File: config.mk
export PLATFORM = sky130hd
export DESIGN_NAME = mux_scan_sel
export DESIGN_NICKNAME = d
export VERILOG_FILES = /design/src/rtl/mux_pkg.sv /design/src/rtl/dwell_counter.sv /design/src/rtl/mux_scan_sel.sv
export SDC_FILE = /design/constraint.sdc
export NUM_CORES = 1
export LEC_CHECK = 0
export BUFFER_PORTS_ARGS = -buffer_cell sky130_fd_sc_hd__buf_2
export CORE_MARGIN = 2
export CORE_UTILIZATION = 27
export CTS_BUF_LIST = sky130_fd_sc_hd__clkbuf_2
export DETAILED_ROUTE_END_ITERATION = 10
export PLACE_DENSITY = 0.64
export SLEW_MARGIN = 20
export SYNTH_ARGS = -nofsm -noshare
export SYNTH_HDL_FRONTEND = slang
export SYNTH_SLANG_ARGS = --single-unit
File: constraint.sdc
create_clock -name clk -period 1.28 [get_ports clk]
set_input_delay 0.128 -clock clk [delete_from_list [all_inputs] [get_ports clk]]
set_output_delay 0.128 -clock clk [all_outputs]
set_load 0.05 [all_outputs]
File: src/rtl/mux_pkg.sv
// mux_pkg: shared mode encoding and select-width helper for mux_scan_sel
package mux_pkg;
  typedef enum logic {MODE_MANUAL = 1'b0, MODE_SCAN = 1'b1} mux_mode_t;
  function automatic int sel_w(input int n);
    return (n <= 2) ? 1 : $clog2(n);
  endfunction
endpackage

File: src/rtl/dwell_counter.sv
// dwell_counter: counts scan dwell cycles and flags the last cycle on each channel
module dwell_counter #(
  parameter int DWELL = 4
) (
  input  logic clk,
  input  logic rst,
  input  logic en,
  input  logic clr,
  output logic wrap
);
  localparam int CW = (DWELL > 1) ? $clog2(DWELL) : 1;
  logic [CW-1:0] cnt_q, cnt_d;
  assign wrap = en && (cnt_q == CW'(DWELL - 1));
  // next count: clear in manual mode, hold when neither enabled nor cleared
  always_comb begin
    cnt_d = clr ? '0 : !en ? cnt_q : wrap ? '0 : cnt_q + CW'(1);
  end
  // count register
  always_ff @(posedge clk) begin
    if (rst) cnt_q <= '0;
    else     cnt_q <= cnt_d;
  end
endmodule

File: src/rtl/mux_scan_sel.sv
// mux_scan_sel: registered N-channel mux with manual select and timed scan mode
module mux_scan_sel
  import mux_pkg::*;
#(
  parameter int WIDTH = 8,
  parameter int NCH   = 4,
  parameter int DWELL = 4,
  localparam int SW   = sel_w(NCH)
) (
  input  logic                 clk,
  input  logic                 rst,
  input  logic [NCH*WIDTH-1:0] din,
  input  logic                 mode,
  input  logic [SW-1:0]        sel,
  input  logic                 hold,
  output logic [WIDTH-1:0]     dout,
  output logic [SW-1:0]        ch,
  output logic                 valid,
  output logic                 err
);
  localparam logic [SW:0]   NCH_W = (SW + 1)'(NCH);
  localparam logic [SW-1:0] LAST  = SW'(NCH - 1);
  logic [WIDTH-1:0] chan [NCH];
  logic [WIDTH-1:0] dout_q, dout_d;
  logic [SW-1:0]    ch_q, ch_d, idx_q, idx_d;
  logic             valid_q, valid_d, err_q, err_d;
  logic             is_scan, in_rng, wrap;
  assign is_scan = (mode == MODE_SCAN);
  assign in_rng  = {1'b0, sel} < NCH_W;
  // slice the packed input bus into per-channel words
  always_comb begin
    for (int k = 0; k < NCH; k++) chan[k] = din[k*WIDTH +: WIDTH];
  end
  dwell_counter #(.DWELL(DWELL)) u_dwell (
    .clk  (clk),
    .rst  (rst),
    .en   (!hold && is_scan),
    .clr  (!hold && !is_scan),
    .wrap (wrap)
  );
  // next-state: hold freezes everything, scan follows idx_q, manual follows sel
  always_comb begin
    dout_d  = hold ? dout_q  : is_scan ? chan[idx_q] : in_rng ? chan[sel] : '0;
    ch_d    = hold ? ch_q    : is_scan ? idx_q : sel;
    valid_d = hold ? valid_q : is_scan || in_rng;
    err_d   = hold ? err_q   : !is_scan && !in_rng;
    idx_d   = hold ? idx_q
            : !is_scan ? (in_rng ? sel : '0)
            : !wrap ? idx_q
            : (idx_q == LAST) ? '0 : idx_q + SW'(1);
  end
  // output and scan-index registers
  always_ff @(posedge clk) begin
    if (rst) begin
      dout_q  <= '0;
      ch_q    <= '0;
      valid_q <= 1'b0;
      err_q   <= 1'b0;
      idx_q   <= '0;
    end else begin
      dout_q  <= dout_d;
      ch_q    <= ch_d;
      valid_q <= valid_d;
      err_q   <= err_d;
      idx_q   <= idx_d;
    end
  end
  assign dout  = dout_q;
  assign ch    = ch_q;
  assign valid = valid_q;
  assign err   = err_q;
endmodule

**Word-level counts from Yosys, hierarchy flattened**

Cells that the tools add are included.
W data, S select, Z words.

- $lt $le $gt $ge: 2
- $add $sub $neg: 2
- Muxes and demuxes: 12
- Equality and inequality tests: 3
- Reductions and logical operators: 7
- Bitwise logic cells: 3

Operator list:

| cell | number |
|---|---|
| $mux W8 | 5 |
| $bmux W8 S2 | 2 |
| $mux W2 | 5 |
| $ge A3 B3 Y1 const B | 2 |
| $not A2 Y3 | 2 |
| $add A2 B1 Y2 const B | 2 |
| $eq A2 B2 Y1 const B | 2 |
| $logic_and A1 B1 Y1 | 3 |
| $logic_not A1 Y1 | 2 |
| $ne A2 B1 Y1 const B | 1 |
| $reduce_and A2 Y1 | 1 |
| $reduce_or A2 Y1 | 1 |
| $not A1 Y1 | 1 |

- Logic and storage cells: 34
- Input port bits: 38
- Register bits: 15
- Output and inout bits: 12

**Logic depth before layout (Yosys ltp)**

- Word-level depth: 5
- Depth in mapped cells: 5
- Gate-level depth less buffers: 4

**Hierarchy**

Synthesis repeated with hierarchy kept, for this count alone.

- Cell total of the unflattened synthesis: 97
- Area, all modules: 1,078.5 um^2

Modules (own cells, without submodules):

| module | times used | cells an instance | area each (um^2) | sequential area each (um^2) |
|---|---|---|---|---|
| mux_scan_sel | 1 | 88 | 977.2 | 260.2 |
| dwell_counter | 1 | 9 | 101.3 | 40.0 |

**Worst setup path after synthesis**

No wires, ideal clock.

- Kind: register to register
- From: register idx_q[0]
- To: register dout_q[0], in the netlist dout[0]
- Cell stages (with the launch flop): 5
- Period minus slack after synthesis: 1,345 ps
- Path slack: -65 ps
- Required time: 1,148 ps
- Setup time: 132 ps
- Data arrival time: 1,213 ps
- Path buffers: 1
- Cells stage by stage: dfxtp_1 buf_6 mux4_2 o22ai_1 nor3_1

- Word-level cells in the longest chain between the ends: 5

RTL lines:

| item | RTL line | source |
|---|---|---|
| start, declared | mux_scan_sel.sv:25 | `logic [SW-1:0] ch_q, ch_d, idx_q, idx_d;` |
| start signal, assigned | mux_scan_sel.sv:65 | `idx_q <= idx_d;` |
| $not A2 Y3 (implied by the code) | mux_scan_sel.sv:43 | `dout_d = hold ? dout_q : is_scan ? chan[idx_q] : in_rng ? chan[sel] : '0;` |
| $bmux W8 S2 | mux_scan_sel.sv:43 |  |
| $mux W8 (implied by the code) (2 in a row) | mux_scan_sel.sv:43 |  |
| $mux W8 | mux_scan_sel.sv:43 |  |
| end signal, assigned | mux_scan_sel.sv:61 | `dout_q <= dout_d;` |
| end, declared | mux_scan_sel.sv:24 | `logic [WIDTH-1:0] dout_q, dout_d;` |

No other way between the ends. The select of a mux whose other input is x is not followed.
A chain may end at the register's enable or synchronous reset.

**Worst setup path in the final report**

- From: register idx_q[0]
- To: register dout_q[7], in the netlist dout[7]

The elaborated chain is that of the path after synthesis.

==> metrics.yaml <==
global_routing:
  grt_pass1_wl_um: 4623
  antenna_found_initial: 0
  grt_max_degree: 16
  grt_overflow: 0
  grt_pass1_vias: 1009
  grt_use_total: 0.1366
routing:
  met1_length_um: 1225
  routed_wl_um: 2769
  drtPass1Iterations: 4
  vias: 1003
  top_layer: "met4"
  ant_nets: 0
  route.detailed.drc: 0
  met2_length_um: 1326
  wl_per_cell_um: 14.35
  wl_met3_um: 163
  dr.first_iter.drc_count: 32
  routed_via_density: 5.197
floorplanning:
  die_w_um: 66.69
  start_util: 0.2855
  row_count: 22
  fp.dieArea_sq_um: 4447
  core_area_sq_um: 3716
  pin_count: 50
  die_y_um: 66.69
sta:
  max_freq_ghz: 0.7233
  final_max_slew_viol_count: 0
  fin_skew_ns: 0.01078
  rsz0062_at_grt: "true"
  hold_slack_ns: 0.1692
  min_period_over_period: 1.080
  setup_ws_ns: -0.1025
  finalSetupViolations: 9
  hold_viol_final: 0
  period_minus_slack_ns: 1.382
critical_path:
  required_ns: 1.46
  crit_path_end_kind: "flip-flop"
  crit_path_max_incr_delay_ns: 0.50
  crit_slowest_cell: "mux4_2"
  path_cells: "buf_6 -> mux4_2 -> o22ai_2 -> nor3_1"
  arrival_ns: 1.57
  critPathKind: "reg -> reg"
  cp_max_fo: 4
  cp_num_buf_inv: 1
  crit_family: "multiplexers"
  startpoint_type: "flip-flop"
clock_network:
  holdBufCountCts: 0
  cts_buffers: 3
  cts_tree: "done"
  root_buffer: "clkbuf_2"
  clk_path_buf_depth: 2
  clock-sinks: 15
  clkLatencyLatePin_ns: 0.28
  htree_levels: 1
  path_clk_slew_ns: 0.15
logic_synthesis:
  avgSynthCellArea_sq_um: 10.94
  ys_warn_count: 0
  syn_nets: 137
  syn_inst: 97
  netlist_area_sq_um: 1061
  synth.distinct_cells: 25
  yosysSeqAreaShare: 0.2830
  ys_seq_elements: 15
power:
  ir_worst_vdd_v: 0.0002904
  p_per_area_nw_per_um2: 849.8
  power_mw: 1.254
  p_leak_nw: 0.6294
outcome:
  status: "finished, violations left"
  violations: "negative setup slack"
final_layout:
  drive_gt1_frac: 0.5379
  n_antenna_cell: 0
  nNetsFinal: 186
  syn2layout_area_growth_pct: 39.03
placement:
  gp_congestion: 0.9011
  portBuffers: 48
  dp.final_hpwl_um: 2248
min_path:
  hold_path.class: "in -> reg"
flow_run:
  maxCapViolations: 0
## worst register-to-register path, cell delays in order (launching register included)
cell,delay (ns)
dfxtp_4,0.42
buf_6,0.11
mux4_2,0.50
o22ai_2,0.19
nor3_1,0.07
## power breakdown
part,switching [mW],internal (mW)
Combinational,0.269,0.227
Sequential,0.0248,0.502
Clock,0.148,0.0829
Total,0.442,0.812
## layer usage
metal | vias up | track usage
met5 | - | 0
met1 | 484 | 0.1798
met4 | 0 | 0.06888
li1 | 480 | -
met3 | 4 | 0.006757
met2 | 35 | 0.2275
## cells in the final DEF (no fill, tap or decap), types with 2 or more instances in the layout
cell type / synthesis / layout
mux4_1: 8 / 8
o22ai_2: 0 / 2
a211oi_1: 2 / 2
mux4_2: 8 / 8
buf_12: 0 / 2
clkbuf_2: 1 / 4
nor3_1: 12 / 11
nand2_1: 2 / 2
nor2b_1: 3 / 3
inv_1: 2 / 2
a21oi_1: 5 / 5
buf_4: 1 / 4
buf_2: 5 / 48
nor2_1: 10 / 10
dfxtp_1: 15 / 13
o22ai_1: 8 / 5
## sequential cells by signal (all words and copies together) (netlist names)
name,count
dout,8
valid,1
u_dwell.cnt_q,2
ch,2
idx_q,2
## area by class of cell
class / instances / area, sq um
inverters: 2 / 7.507
fillers: 385 / 2241
flip-flops and latches: 15 / 305.3
multi-input cells: 69 / 760.7
clock buffers: 4 / 20.02
well taps: 48 / 60.06
repair buffers: 55 / 321.6
## cell families after synthesis
family	count (synthesis)	share of synthesized area
adders and majority gates	2	0.02358
muxes	16	0.3679
DFF	15	0.2830
buffers and inverters	13	0.07075
AOI/OAI and AO/OA	16	0.09316
and+or+nand+nor	34	0.1580
other	1	0.003534
## Yosys cell counts
library cell | number | area [sq um]
inv_1 | 2 | 7.510
buf_2 | 5 | 25.02
nor3_1 | 12 | 60.06
dfxtp_1 | 15 | 300.3
buf_4 | 1 | 7.510
mux4_2 | 8 | 180.2
nand3_1 | 1 | 5.000
ha_1 | 2 | 25.02
or3_1 | 1 | 6.260
a211oi_1 | 2 | 15.01
or2_2 | 1 | 6.260
nand2_1 | 2 | 7.510
o22ai_1 | 8 | 50.05
a2111oi_0 | 1 | 8.760
nand2b_1 | 2 | 12.51
nor3b_1 | 1 | 7.510
mux4_1 | 8 | 210.2
buf_6 | 2 | 22.52
nor4_1 | 1 | 6.260
nor2_1 | 10 | 37.54
clkbuf_2 | 1 | 5.000
conb_1 | 1 | 3.750
nor2b_1 | 3 | 18.77
clkbuf_1 | 2 | 7.510
a21oi_1 | 5 | 25.02
## metrics by stage
| step | setup WS, ns | std cells | utilization | TNS (ns) | instance area [sq um] |
|---|---|---|---|---|---|
| after detailed placement | -0.1735 | 188 | 0.3640 | -0.9696 | 1353 |
| final | -0.1025 | 193 | 0.3970 | -0.7729 | 1475 |
| after floorplan | -0.02731 | 97 | - | -0.1222 | 1062 |
| after CTS | -0.1257 | 193 | 0.3848 | -0.8556 | 1430 |
| after global placement | -0.1206 | 188 | 0.3640 | -0.6036 | 1353 |
| after global routing | -0.1618 | 193 | 0.3970 | -1.256 | 1475 |
## what timing repair did
item,in CTS,in global routing
setup endpoints to repair,9,11
buffers inserted,1,0
gates cloned,0,0
gates resized for setup,7,7
pin swaps,8,1
## path summary, 6_finish.rpt
check / startpoint / endpoint / slack, ns / depth (start not counted)
worst max-delay path: idx_q[0] / dout[7] / -0.10 / 4
worst min-delay path: hold / valid / 0.17 / 2
worst max register to register: idx_q[0] / dout[7] / -0.10 / 4
worst min register to register: valid / valid / 0.46 / 2
No activity file was read; power rests on OpenSTA's default activity.
